==> config.mk <==
export PLATFORM = sky130hd
export DESIGN_NAME = bar_level_encoder
export DESIGN_NICKNAME = d
export VERILOG_FILES = /design/src/rtl/bar_level_encoder_pkg.sv /design/src/rtl/bar_level_encoder_blink_prescaler.sv /design/src/rtl/bar_level_encoder.sv
export SDC_FILE = /design/constraint.sdc
export NUM_CORES = 1
export LEC_CHECK = 0
export ABC_AREA = 1
export CAP_MARGIN = 10
export CORE_MARGIN = 2
export CORE_UTILIZATION = 55
export CTS_CLUSTER_DIAMETER = 80
export DETAILED_ROUTE_END_ITERATION = 7
export HOLD_SLACK_MARGIN = 0.06
export PLACE_DENSITY_LB_ADDON = 0.1
export SYNTH_ARGS = -nofsm -noshare
export SYNTH_HDL_FRONTEND = slang
export SYNTH_SLANG_ARGS = --single-unit
==> constraint.sdc <==
create_clock -name clk -period 1.9 [get_ports clk]
set_input_delay 0.38 -clock clk [delete_from_list [all_inputs] [get_ports clk]]
set_output_delay 0.38 -clock clk [all_outputs]
set_load 0.05 [all_outputs]
==> src/rtl/bar_level_encoder_pkg.sv <==
`default_nettype none
// ============================================================================
//  Module   : bar_level_encoder_pkg
//  Purpose  : Shared types and constants for the bar display path
//  Revision : 1.0 - initial release
// ============================================================================
package bar_level_encoder_pkg;

  // Fill level in half-bar units, 0..LEVEL_MAX
  typedef logic [3:0] half_level_t;

  // Highest fill level; seven whole bars
  localparam half_level_t LEVEL_MAX = 4'd14;

  // Coarse fill state driving the empty/full flags
  typedef enum logic [1:0] {
    EMPTY   = 2'd0,
    PARTIAL = 2'd1,
    FULL    = 2'd2
  } bar_state_t;

endpackage : bar_level_encoder_pkg
`default_nettype wire

==> src/rtl/bar_level_encoder_blink_prescaler.sv <==
`default_nettype none
// ============================================================================
//  Module   : blink_prescaler
//  Purpose  : Divides clk into a blink phase bit of BLINK_DIV cycles per
//             half-period; restart forces a fresh high half-period
//  Revision : 1.0 - initial release
// ============================================================================
module blink_prescaler #(
  parameter int BLINK_DIV = 25_000_000
) (
  input  logic clk,
  input  logic rst,
  input  logic restart,
  output logic phase
);

  localparam int           CNT_W = $clog2(BLINK_DIV);
  localparam logic [CNT_W-1:0] CNT_LAST = CNT_W'(BLINK_DIV - 1);

  logic [CNT_W-1:0] cnt;

  // Free-running divider; a restart beats a wrap landing in the same cycle
  always_ff @(posedge clk) begin
    if (rst || restart) begin
      cnt   <= '0;
      phase <= 1'b1;
    end else if (cnt == CNT_LAST) begin
      cnt   <= '0;
      phase <= ~phase;
    end else begin
      cnt   <= cnt + CNT_W'(1);
    end
  end

endmodule : blink_prescaler
`default_nettype wire

==> src/rtl/bar_level_encoder.sv <==
`default_nettype none
// ============================================================================
//  Module   : bar_level_encoder
//  Purpose  : Tracks a half-bar fill level from inc/dec pulses and produces
//             the count/blink pair for the 7-row bar decoder
//  Revision : 1.0 - initial release
// ============================================================================
module bar_level_encoder
  import bar_level_encoder_pkg::*;
#(
  parameter int BLINK_DIV = 25_000_000
) (
  input  logic       clk,
  input  logic       rst,
  input  logic       inc,
  input  logic       dec,
  output logic [2:0] count,
  output logic       blink,
  output logic       full,
  output logic       empty,
  output logic       changed
);

  half_level_t level;
  bar_state_t  state;
  logic        phase;
  logic        inc_eff;
  logic        dec_eff;
  logic        move;

  // A pulse only counts when exactly one input is high and it is not
  // pushing past either end of the range
  assign inc_eff = inc & ~dec & (level != LEVEL_MAX);
  assign dec_eff = dec & ~inc & (level != 4'd0);
  assign move    = inc_eff | dec_eff;

  // Level register and its one-cycle change strobe
  always_ff @(posedge clk) begin
    if (rst) begin
      level   <= '0;
      changed <= 1'b0;
    end else begin
      changed <= move;
      if (inc_eff)      level <= level + 4'd1;
      else if (dec_eff) level <= level - 4'd1;
    end
  end

  // Coarse fill state with registered empty/full flags
  always_ff @(posedge clk) begin
    if (rst) begin
      state <= EMPTY;
      empty <= 1'b1;
      full  <= 1'b0;
    end else begin
      case (state)
        EMPTY: begin
          if (inc_eff) begin
            state <= PARTIAL;
            empty <= 1'b0;
          end
        end
        PARTIAL: begin
          if (inc_eff && level == LEVEL_MAX - 4'd1) begin
            state <= FULL;
            full  <= 1'b1;
          end else if (dec_eff && level == 4'd1) begin
            state <= EMPTY;
            empty <= 1'b1;
          end
        end
        FULL: begin
          if (dec_eff) begin
            state <= PARTIAL;
            full  <= 1'b0;
          end
        end
        default: begin
          state <= EMPTY;
          empty <= 1'b1;
          full  <= 1'b0;
        end
      endcase
    end
  end

  // Any real level move restarts the blink so a new half bar shows at once
  blink_prescaler #(
    .BLINK_DIV (BLINK_DIV)
  ) u_prescaler (
    .clk     (clk),
    .rst     (rst),
    .restart (move),
    .phase   (phase)
  );

  assign count = level[3:1];
  assign blink = level[0] & phase;

endmodule : bar_level_encoder
`default_nettype wire

---- After elaboration in Yosys (flattened, before gate mapping) ----
Cells that the tools add are included.
storage, ports and cells
  register bits ........................... 35
  bits of input ports ..................... 4
  output and inout bits ................... 7
  logic and storage cells ................. 57
operators by class
  add/sub/neg operators ................... 3
  equality and inequality tests ........... 12
  mux-type cells .......................... 14
  bitwise logic cells ..................... 11
  reductions and logical operators ........ 10
operators with widths
  cell                                                 count
  adder 25 x 1 -> 25 bit, second input constant        1
  equality test 25 bit, second input constant          1
  inequality test 2 bit, second input constant         5
  2-to-1 mux 2 bit                                     4
  2-to-1 mux 4 bit                                     2
  one-hot mux 1 bit (3 select lines)                   2
  one-hot mux 2 bit (3 select lines)                   1
  AND reduction 3 bit                                  2
  AND 1 bit                                            5
  2-to-1 mux 1 bit                                     5
  inverter 1 bit                                       5
  adder 4 x 1 -> 4 bit, second input constant          1
  equality test 4 x 1 -> 1 bit, second input constant  1
  equality test 4 bit, second input constant           1
  inequality test 4 bit, second input constant         1
  AND reduction 4 bit                                  1
  nonzero test 4 bit                                   1
  subtractor 4 x 1 -> 4 bit, second input constant     1
  inequality test 3 bit, second input constant         1
  equality test 2 x 1 -> 1 bit, second input constant  1
  equality test 2 bit, second input constant           1
  logical AND 1 bit                                    2
  logical NOT 2 bit                                    1
  nonzero test 2 bit                                   1
  3 further kinds                                      3

---- Longest topological paths before layout ----
Gate-level depths: netlist of run 1.
  depth in word-level cells ............... 7
  depth in mapped cells ................... 10

---- By module ----
A second synthesis of run 1 with hierarchy kept.
second synthesis, totals
  cell total of the unflattened synthesis .. 301
  area, all modules ....................... 2,037.0 µm²
by module, submodules not included
  module             times used  cells each  area each (µm²)  seq. area each (µm²)
  blink_prescaler    1           209         1,405.1          520.5
  bar_level_encoder  1           92          631.9            180.2

---- Worst setup path before layout of run 1 ----
OpenSTA, ideal clock, no wires.
  path kind ............................... reg2reg
  start ................................... register u_prescaler.cnt[0]
  end ..................................... register u_prescaler.cnt[10]
  data arrival time ....................... 1,232 ps
  setup slack ............................. 552 ps
  cell stages (with the launch flop) ...... 10
  buffers on the path ..................... 1
  period minus slack after synthesis ...... 1,348 ps
  cell sequence ........................... dfxtp_1 ha_1 nand2_1 inv_2 nand2_4 nor3_2 nand2_1 nand2_4 buf_6 nor2_1
on the way
  longest elaborated chain between the ends .. 2
  elaborated cells on any way between the ends .. 3
  classes of those cells .................. add/sub: 1; eq/ne: 1; reduce/logical: 1
ends and longest elaborated chain
  element                                                                         RTL line                                 source
  start: declaration                                                              bar_level_encoder_blink_prescaler.sv:20  logic [CNT_W-1:0] cnt;
  start signal: assignment                                                        bar_level_encoder_blink_prescaler.sv:31  cnt <= cnt + CNT_W'(1);
  parallel branches: the longest is 2 deep, another holds adder 25 x 1 -> 25 bit  n/a
Several ways; the timed one is not identified.
A chain may end at the register's enable or synchronous reset.

---- Worst setup path in the final report of run 1 ----
  start ................................... register full
  end ..................................... output port full
RTL lines
  element                   RTL line                 source
  start: declaration        bar_level_encoder.sv:19  output logic full,
  start signal: assignment  bar_level_encoder.sv:54  full <= 1'b0;
  start signal: assignment  bar_level_encoder.sv:66  full <= 1'b1;
  start signal: assignment  bar_level_encoder.sv:75  full <= 1'b0;
No word-level cell between the ends.

==> reports/results.tsv, run 1 <==
stage	metric	value	unit
layout	final.fill_count	356	
power_and_ir_drop	power_per_cell_area	708	mW/mm^2
clock_network	cts_resized	0	
worst_setup_path	reg2reg_depth	8	
worst_setup_path	start_kind	register	
worst_setup_path	critPathSlowestCell	clkdlybuf4s50_1	
route	drt-vias-per-instance	4.83	
worst_setup_path	crit_chain	clkdlybuf4s50_1	
worst_setup_path	cp_top_family	buffers and inverters	
clock_network	cts-hold-fix-buffers	0	
clock_network	clk_path_buf_depth	2	
placement	routabilityCongestion	0.856	
power_and_ir_drop	irDropWorstVdd	0.407	mV
sta	rsz0062_at_grt	false	
floorplanning	die_area	0.00427	sq mm
yosys	synth_edf_count	0	
route	ant_nets	0	
route	dr.pass1.iters	4	
layout	nets	325	
yosys	synth_top_cell_area_share	33.9	%
yosys	yosys_warnings	0	
hold_path	min_path_cells	2	
placement	dp.cells	357	
clock_network	cts_setup_buffers	0	
yosys	yosys.area.top_type	dfxtp_1	
floorplanning	core	0.00363	sq mm
floorplanning	die_x	65.3	um
worst_setup_path	cp.arrival	1.42	ns
worst_setup_path	required	1.52	ns
worst_setup_path	end_kind	output port	
sta	slew_violations	0	
sta	relSlewSlack	66.9	%
yosys	netlist_top_cells_area	dfxtp_1 34%, nand2_1 13%, nor2_1 11%	
global_route	antenna_found_initial	0	
route	post_drt_wl_per_cell	10.7	um
sta	fmax	0.556	GHz
sta	holdWs	0.455	ns
global_route	grt_pass1_wl	7140	um
layout	fin_cells	365	
yosys	synth_common_cells	73 x nand2_1, 58 x nor2_1, 38 x inv_1	
yosys	synthFlopType	dfxtp_1	
clock_network	h-tree-depth	2	
clock_network	clk_latency	0.29	ns
sta	fin_crit	1.80	ns
global_route	grtUsageTotal	21.8	%
layout	area_growth_syn_to_layout	10.2	%
global_route	grt_max_degree	26	
clock_network	cts_tree	done	
placement	io_buffers	10	
worst_setup_path	cp.buffers_inverters	1	
worst_setup_path	worstPathMaxFanout	2	
worst_setup_path	worstSetupPathDepth	1	
yosys	synth_cell_types	27	
yosys	netlist_area	0.00207	sq mm
clock_network	clkTransAtPathRegs	0.07	ns
power_and_ir_drop	power_leakage	0.905	nW
layout	drive_above_1_share	12.9	%
floorplanning	initial_core_util	56.9	%
yosys	avgSynthCellArea	6.85	sq um
yosys	ys_seq_elements	35	
sta	skew	0.00349	ns
yosys	yosysMostFrequentCell	nand2_1	
clock_network	clock-sinks	35	
yosys	seq_area_frac_synth	33.9	%
power_and_ir_drop	finalPower	1.61	mW
worst_setup_path	slowest_delay	0.80	ns
floorplanning	die-height	65.3	um
yosys	synth_nets	311	
yosys	syn-instance-count	302	
hold_path	hold_class	reg2reg	
clock_network	cts_root_buf	clkbuf_8	
global_route	grt_pass1_vias	1665	
global_route	overflow	0	
route	drc_errors	0	
route	routed_wirelength	3900	um
sta	fin_crit_sh	94.6	%
flow_run	drv_cap	0	
outcome	status	complete, no violations	
layout	n_antenna_cell	0	
sta	setup_tns	0	ns
clock_network	cts_buffers	5	
yosys	async_flop_share	0	%
worst_setup_path	path_class	reg2out	
floorplanning	boundaryPins	11	
sta	hold_viol	0	
layout	fin_util	62.7	%
route	drt-initial-drc-count	122	
sta	setup_viol	0	
route	via_count	1762	
sta	worst_pin_slew	0.495	ns
placement	dp.final_hpwl	2950	um
floorplanning	num_rows	22	
[sequential cells by signal, indices dropped and copies added, names as in the netlist]
| register | flops |
|---|---|
| u_prescaler.cnt | 25 |
| u_prescaler.phase | 1 |
| empty | 1 |
| full | 1 |
| level | 4 |
| changed | 1 |
| state | 2 |
[cell families (layout without fill, tap and decap cells)]
group | count (synthesis) | count (layout) | synth area share, %
and+or+nand+nor | 189 | 189 | 43.6
AOI/OAI and AO/OA | 15 | 15 | 3.93
xor gates and xnor gates | 14 | 14 | 5.93
buffers and inverters | 44 | 59 | 9.68
DFF | 35 | 35 | 33.9
adders and majority gates | 5 | 5 | 3.02
[area by class of cell]
class	instances	area, sq um	share of cell area [%]
multi-input cells	223	1170	51.2
flip-flops and latches	35	701	30.7
inverters	39	146	6.42
repair buffers	12	105	4.61
clock buffers	8	100	4.39
well taps	48	60.1	2.63
[through the flow]
step | instance area (sq um) | setup slack [ns]
4_1_cts | 2280 | 0.0890
3_5_place_dp | 2180 | 0.0711
5_1_grt | 2280 | 0.0595
6_report | 2280 | 0.103
3_3_place_gp | 2180 | 0.115
2_1_floorplan | 2070 | 0.552
[path summary, 6_finish.rpt]
check	from	end	slack [ns]
max reg2reg	level[0]$_SDFFE_PP0P_	u_prescaler.cnt[18]$_SDFF_PP0_	0.30
max	full$_SDFFE_PP0P_	full	0.10
min	empty$_SDFFE_PP1P_	empty$_SDFFE_PP1P_	0.46
min reg2reg	empty$_SDFFE_PP1P_	empty$_SDFFE_PP1P_	0.46
[routing by layer]
layer,GRT usage [%],vias up,wire length [um]
li1,-,965,-
met1,30.8,770,2080
met2,31.8,21,1600
met3,5.65,6,165
met4,8.59,0,55
met5,0,-,0
[power breakdown]
group	total (mW)	internal, mW	leakage, nW	switching [mW]
Combinational	0.239	0.0782	0.570	0.161
Clock	0.594	0.331	0.0515	0.263
Sequential	0.782	0.757	0.284	0.0247
[cell usage in the layout (no fill, tap or decap), types with 7 or more instances in the layout]
cell and instances:
nand2_1 73, nor2_1 58, inv_1 38, dfxtp_1 35, nand3_1 19, a21oi_1 10, xor2_1 10, nor2_2 7
nand4_1 7, clkbuf_8 7
No activity file was read; power rests on OpenSTA's default activity.
==> inputs of run 2 (changes only) <==
--- a/config.mk
+++ b/config.mk
@@ -11,6 +11,7 @@
 export CORE_UTILIZATION = 55
 export CTS_CLUSTER_DIAMETER = 80
 export DETAILED_ROUTE_END_ITERATION = 7
+export DONT_BUFFER_PORTS = 1
 export HOLD_SLACK_MARGIN = 0.06
 export PLACE_DENSITY_LB_ADDON = 0.1
 export SYNTH_ARGS = -nofsm -noshare
==> reports/results.tsv, run 2 (synthesis gave the netlist of run 1 again) <==
stage	metric	value	unit	change
outcome	status	complete, no violations		
layout	nets	316		-2.8%
layout	reg_top3	u_prescaler.cnt x25, level x4, state x2		
floorplanning	die_area	0.00427	sq mm	unchanged
sta	rsz0062_at_grt	false		
flow_run	drv_cap	0		unchanged
sta	fin_crit	1.54	ns	-0.253 ns
hold_path	hold_class	in2reg		
route	dr.pass1.iters	4		unchanged
clock_network	cts_setup_buffers	0		unchanged
route	via_count	1728		-1.9%
placement	io_buffers	0		-10
worst_setup_path	path_class	reg2reg		
clock_network	clk_path_buf_depth	2		unchanged
layout	final_common_cell	nand2_1		
global_route	grt_pass1_vias	1541		-7.4%
power_and_ir_drop	power_leakage	0.867	nW	-4.2%
route	drt-vias-per-instance	4.85		+0.55%
floorplanning	die-height	65.3	um	unchanged
sta	relSlewSlack	66.4	%	-0.49 points
clock_network	cts_tree	done		
layout	n_antenna_cell	0		unchanged
floorplanning	die_x	65.3	um	unchanged
route	ant_nets	0		unchanged
power_and_ir_drop	irDropWorstVdd	0.440	mV	+8.3%
clock_network	cts_root_buf	clkbuf_8		
placement	postPlaceCellArea	0.00210	sq mm	-3.8%
global_route	grt_pass1_wl	6680	um	-6.5%
sta	setup_viol	0		unchanged
clock_network	clock-sinks	35		unchanged
layout	fin_area	0.00220	sq mm	-3.6%
sta	fmax	0.648	GHz	+16%
clock_network	cts_resized	0		unchanged
worst_setup_path	worstPathMaxFanout	25		+23
route	post_drt_wl_per_cell	10.8	um	+1.1%
floorplanning	core	0.00363	sq mm	unchanged
sta	slew_violations	0		unchanged
sta	skew	0.00343	ns	-0.0000544 ns
clock_network	h-tree-depth	2		unchanged
layout	largest_reg_flops	25		unchanged
clock_network	cts_buffers	5		unchanged
route	drt-initial-drc-count	105		-14%
worst_setup_path	required	2.07	ns	+0.55 ns
route	routed_wirelength	3840	um	-1.4%
clock_network	clk_latency	0.29	ns	about the same
sta	hold_viol	0		unchanged
layout	drive_above_1_share	12.3	%	-0.60 points
placement	dp.final_hpwl	3000	um	+1.7%
sta	fin_crit_sh	81.3	%	-13 points
route	drc_errors	0		unchanged
floorplanning	initial_core_util	56.9	%	unchanged
layout	top_register	u_prescaler.cnt		
clock_network	cts-hold-fix-buffers	0		unchanged
clock_network	clkTransAtPathRegs	0.07	ns	about the same
global_route	overflow	0		unchanged
floorplanning	boundaryPins	11		unchanged
placement	routabilityCongestion	0.901		+5.2%
worst_setup_path	end_kind	register		
layout	area_growth_syn_to_layout	6.23	%	
layout	final_cell_mix	73 x nand2_1, 58 x nor2_1, 38 x inv_1		
sta	worst_pin_slew	0.503	ns	+0.00819 ns
global_route	antenna_found_initial	0		unchanged
global_route	grt_max_degree	26		unchanged
global_route	grtUsageTotal	20.6	%	-1.3 points
sta	setup_tns	0	ns	unchanged
floorplanning	num_rows	22		unchanged
worst_setup_path	start_kind	register		
worst_setup_path	cp.arrival	1.72	ns	+0.30 ns
power_and_ir_drop	power_per_cell_area	726	mW/mm^2	+2.4%
run 2: cell types whose count changed in the layout (fill, tap and decap cells not counted), sizes merged:
cell,previous run,this run
clkdlybuf4s50,6,0
buf,6,3
run 2: metal layers:
layer | up-vias | part of all wire [%] | track usage (%)
li1 | 947 | - | -
met1 | 755 | 53 | 28.7
met2 | 22 | 43 | 30.4
met3 | 4 | 3.5 | 5.82
met4 | 0 | 0.89 | 7.29
met5 | - | 0 | 0
run 2: per-stage QoR:
stage	hold slack [ns]	power [mW]	std cells	setup slack [ns]	util [%]
global route	0.134	1.66	356	0.185	60.5
global placement	0.444	1.01	348	0.393	57.7
detailed placement	0.452	1.02	348	0.346	57.7
floorplan	0.429	0.996	302	0.552	-
CTS	0.142	1.61	356	0.329	60.5
finish	0.150	1.59	356	0.356	60.5
run 2: critical path, cell delays in order, from the launching register on:
cell	delay, ns
dfxtp_1	0.40
inv_1	0.12
ha_1	0.24
nand2_2	0.10
nand2_2	0.07
nand2_2	0.10
nor2_4	0.05
nand2_4	0.25
nor2_1	0.09
run 2: final timing paths:
path,depth (start not counted),slack (ns),from,endpoint
hold reg to reg,1,0.48,u_prescaler.cnt[0]$_SDFF_PP0_,u_prescaler.cnt[0]$_SDFF_PP0_
setup reg to reg,8,0.36,level[1]$_SDFFE_PP0P_,u_prescaler.cnt[13]$_SDFF_PP0_
hold / removal,1,0.15,rst,state[1]$_SDFFE_PP0P_
setup / recovery,8,0.36,level[1]$_SDFFE_PP0P_,u_prescaler.cnt[13]$_SDFF_PP0_
run 2: cell type report:
class	instances	area, sq um
fill	365	1440
multi-input combinational	223	1170
sequential	35	701
inverter	39	146
clock buffer	8	100
tap	48	60.1
timing repair buffer	3	22.5
run 2: report_power, final:
group	internal (mW)	switching [mW]	total (mW)
clock network	0.331	0.264	0.595
registers	0.757	0.0408	0.798
logic	0.0599	0.142	0.202
==> inputs of run 3 (changes only) <==
==> constraint.sdc (replaced) <==
create_clock -name clk -period 1.3 [get_ports clk]
set_input_delay 0.26 -clock clk [delete_from_list [all_inputs] [get_ports clk]]
set_output_delay 0.26 -clock clk [all_outputs]
set_load 0.05 [all_outputs]
==> reports/results.tsv, run 3 (synthesis gave the netlist of run 1 again) <==
stage	metric	value	unit	change
layout	nets	370		+17%
placement	io_buffers	0		unchanged
layout	final.fill_count	207		-43%
worst_setup_path	reg2reg_depth	9		+1
worst_setup_path	path_class	reg2reg		
layout	n_antenna_cell	0		unchanged
layout	top_register	u_prescaler.cnt		
worst_setup_path	cp.buffers_inverters	3		+2
worst_setup_path	critPathSlowestCell	dfxtp_4		
placement	dp.cells	391		+12%
power_and_ir_drop	combPwrFrac	25.4	%	+13 points
sta	fin_crit	1.49	ns	-0.0500 ns
global_route	grt_max_degree	10		-62%
clock_network	clkTransAtPathRegs	0.07	ns	about the same
layout	fin_cells	408		+15%
power_and_ir_drop	p_clk_share	27.9	%	-9.4 points
global_route	grt_pass1_wl	8510	um	+27%
floorplanning	die_x	65.3	um	unchanged
layout	area_growth_syn_to_layout	46.4	%	
sta	rsz0062_at_grt	true		
clock_network	cts_tree	done		
layout	largest_reg_flops	25		unchanged
floorplanning	die_area	0.00427	sq mm	unchanged
floorplanning	boundaryPins	11		unchanged
clock_network	cts_root_buf	clkbuf_8		
route	wl_met2	3330	um	+100%
worst_setup_path	reg2reg_slack	-0.19	ns	-0.55 ns
sta	timing.final.ws_setup	-0.194	ns	-0.550 ns
route	dr.pass1.iters	7		+3
power_and_ir_drop	power_leakage	1.24	nW	+43%
floorplanning	die-height	65.3	um	unchanged
worst_setup_path	crit_start	level[1]$_SDFFE_PP0P_		
worst_setup_path	start_kind	register		
flow_run	drv_cap	0		unchanged
sta	skew	0.00726	ns	+0.00383 ns
sta	fin_crit_sh	115	%	+34 points
power_and_ir_drop	switching_power	786	uW	+76%
worst_setup_path	worstSetupPathDepth	9		+1
global_route	grtUsageTotal	26.3	%	+5.8 points
hold_path	worstHoldStart	rst		
outcome	status	complete, but fails checks		
clock_network	clk_path_buf_depth	2		unchanged
worst_setup_path	worstPathMaxFanout	4		-84%
clock_network	clock-sinks	35		unchanged
sta	setup_viol	32		+32
worst_setup_path	cp.arrival	1.67	ns	-0.05 ns
power_and_ir_drop	switching_share	31.0	%	+3.0 points
power_and_ir_drop	power_frac_seq	46.6	%	-3.4 points
route	drt-initial-drc-count	140		+33%
worst_setup_path	cp_top_family	simple AND/OR/NAND/NOR gates		
route	wl_met3	265	um	+95%
layout	final_common_cell	nand2_1		
placement	postPlaceCellArea	0.00244	sq mm	+16%
route	routed_wirelength	6080	um	+58%
route	post_drt_wl_per_cell	14.9	um	+38%
sta	setup_tns	-1.96	ns	-1.96 ns
clock_network	clk_latency	0.29	ns	about the same
route	drt-vias-per-instance	5.29		+9.1%
layout	final_cell_mix	62 x nand2_1, 42 x buf_4, 36 x nor2_1		
global_route	antenna_found_initial	0		unchanged
clock_network	h-tree-depth	2		unchanged
power_and_ir_drop	power_per_cell_area	838	mW/mm^2	+16%
worst_setup_path	crit_end	empty$_SDFFE_PP1P_		
placement	dp.final_hpwl	3390	um	+13%
worst_setup_path	end_kind	register		
layout	fin_area	0.00303	sq mm	+38%
power_and_ir_drop	finalPower	2.54	mW	+59%
route	dr.max_layer_used	met4		
global_route	grt_pass1_vias	2006		+30%
floorplanning	core	0.00363	sq mm	unchanged
placement	routabilityCongestion	0.839		-6.9%
global_route	overflow	0		unchanged
floorplanning	num_rows	22		unchanged
route	ant_nets	0		unchanged
layout	reg_top3	u_prescaler.cnt x25, level x4, state x2		
worst_setup_path	crit_chain	inv_6 -> ha_4 -> buf_4 -> inv_1 -> nand4_1 -> nand2_1 -> nand3_1 -> nand2_1 -> nand3_1		
sta	slew_violations	0		unchanged
clock_network	cts_buffers	5		unchanged
worst_setup_path	slowest_delay	0.40	ns	about the same
power_and_ir_drop	internal_power	1.75	mW	+53%
route	wl_met1	2250	um	+11%
worst_setup_path	required	1.48	ns	-0.59 ns
layout	fin_util	83.3	%	+23 points
power_and_ir_drop	irDropWorstVdd	0.706	mV	+60%
sta	hold_viol	0		unchanged
sta	relSlewSlack	65.4	%	-0.97 points
sta	fmax	0.669	GHz	+3.3%
route	via_count	2160		+25%
layout	drive_above_1_share	43.6	%	+31 points
route	drc_errors	1		+1
sta	worst_pin_slew	0.518	ns	+0.0145 ns
worst_setup_path	r2r-start	level[1]$_SDFFE_PP0P_		
worst_setup_path	r2r-end	empty$_SDFFE_PP1P_		
floorplanning	initial_core_util	56.9	%	unchanged
outcome	violations	design-rule violations, negative setup slack		
hold_path	hold_class	in2reg		
-- run 3: how the worst min path moves through the flow --
stage / end / slack, ns / depth (start not counted)
after floorplan: level[1]$_SDFFE_PP0P_ / 0.32 / 1
after global placement: level[1]$_SDFFE_PP0P_ / 0.33 / 1
after detailed placement: level[1]$_SDFFE_PP0P_ / 0.33 / 1
after CTS: changed$_SDFF_PP0_ / 0.07 / 1
after global routing: changed$_SDFF_PP0_ / 0.06 / 1
final: changed$_SDFF_PP0_ / 0.07 / 1
-- run 3: metrics by stage --
step	worst slack, ns	hold WS (ns)
final	-0.194	0.0742
after global routing	-0.281	0.0638
after detailed placement	-0.116	0.328
after global placement	-0.0487	0.327
after CTS	-0.0391	0.0704
after floorplan	0.0264	0.325
-- run 3: cell type report --
class | instances | area (sq um) | share of cell area [%]
Multi-Input combinational cell | 226 | 1550 | 51.1
Inverter | 39 | 156 | 5.17
Sequential cell | 35 | 721 | 23.8
Tap cell | 48 | 60.1 | 1.98
Timing Repair Buffer | 54 | 470 | 15.5
Clock buffer | 6 | 72.6 | 2.40
-- run 3: power by group through the flow --
stage          registers [mW]  logic (mW)  clock network, mW
2_1_floorplan            1.19       0.275                  0
3_3_place_gp             1.19       0.383                  0
3_5_place_dp             1.19       0.390                  0
4_1_cts                  1.18       0.493              0.725
5_1_grt                  1.19       0.685              0.768
6_report                 1.18       0.645              0.709
-- run 3: routing by layer --
layer / GRT usage (%) / vias up
met2: 48.2 / 70
met3: 5.48 / 21
met1: 28.7 / 1016
met4: 12.5 / 0
li1: - / 1053
met5: 0 / -
-- run 3: repair_timing --
item | in CTS | in global routing
cloned | 3 | 0
gates resized for setup | 36 | 67
buffers inserted | 4 | 6
endpoints found under the hold margin | 3 | 0
hold buffers | 1 | 0
setup endpoints to repair | 28 | 35
pin swaps | 15 | 29
-- run 3: worst reg2reg max path, stage by stage, from the launching register on --
cell and delay (ns):
dfxtp_4 0.40, inv_6 0.05, ha_4 0.16, buf_4 0.13, inv_1 0.05, nand4_1 0.21
nand2_1 0.16, nand3_1 0.09, nand2_1 0.06, nand3_1 0.07
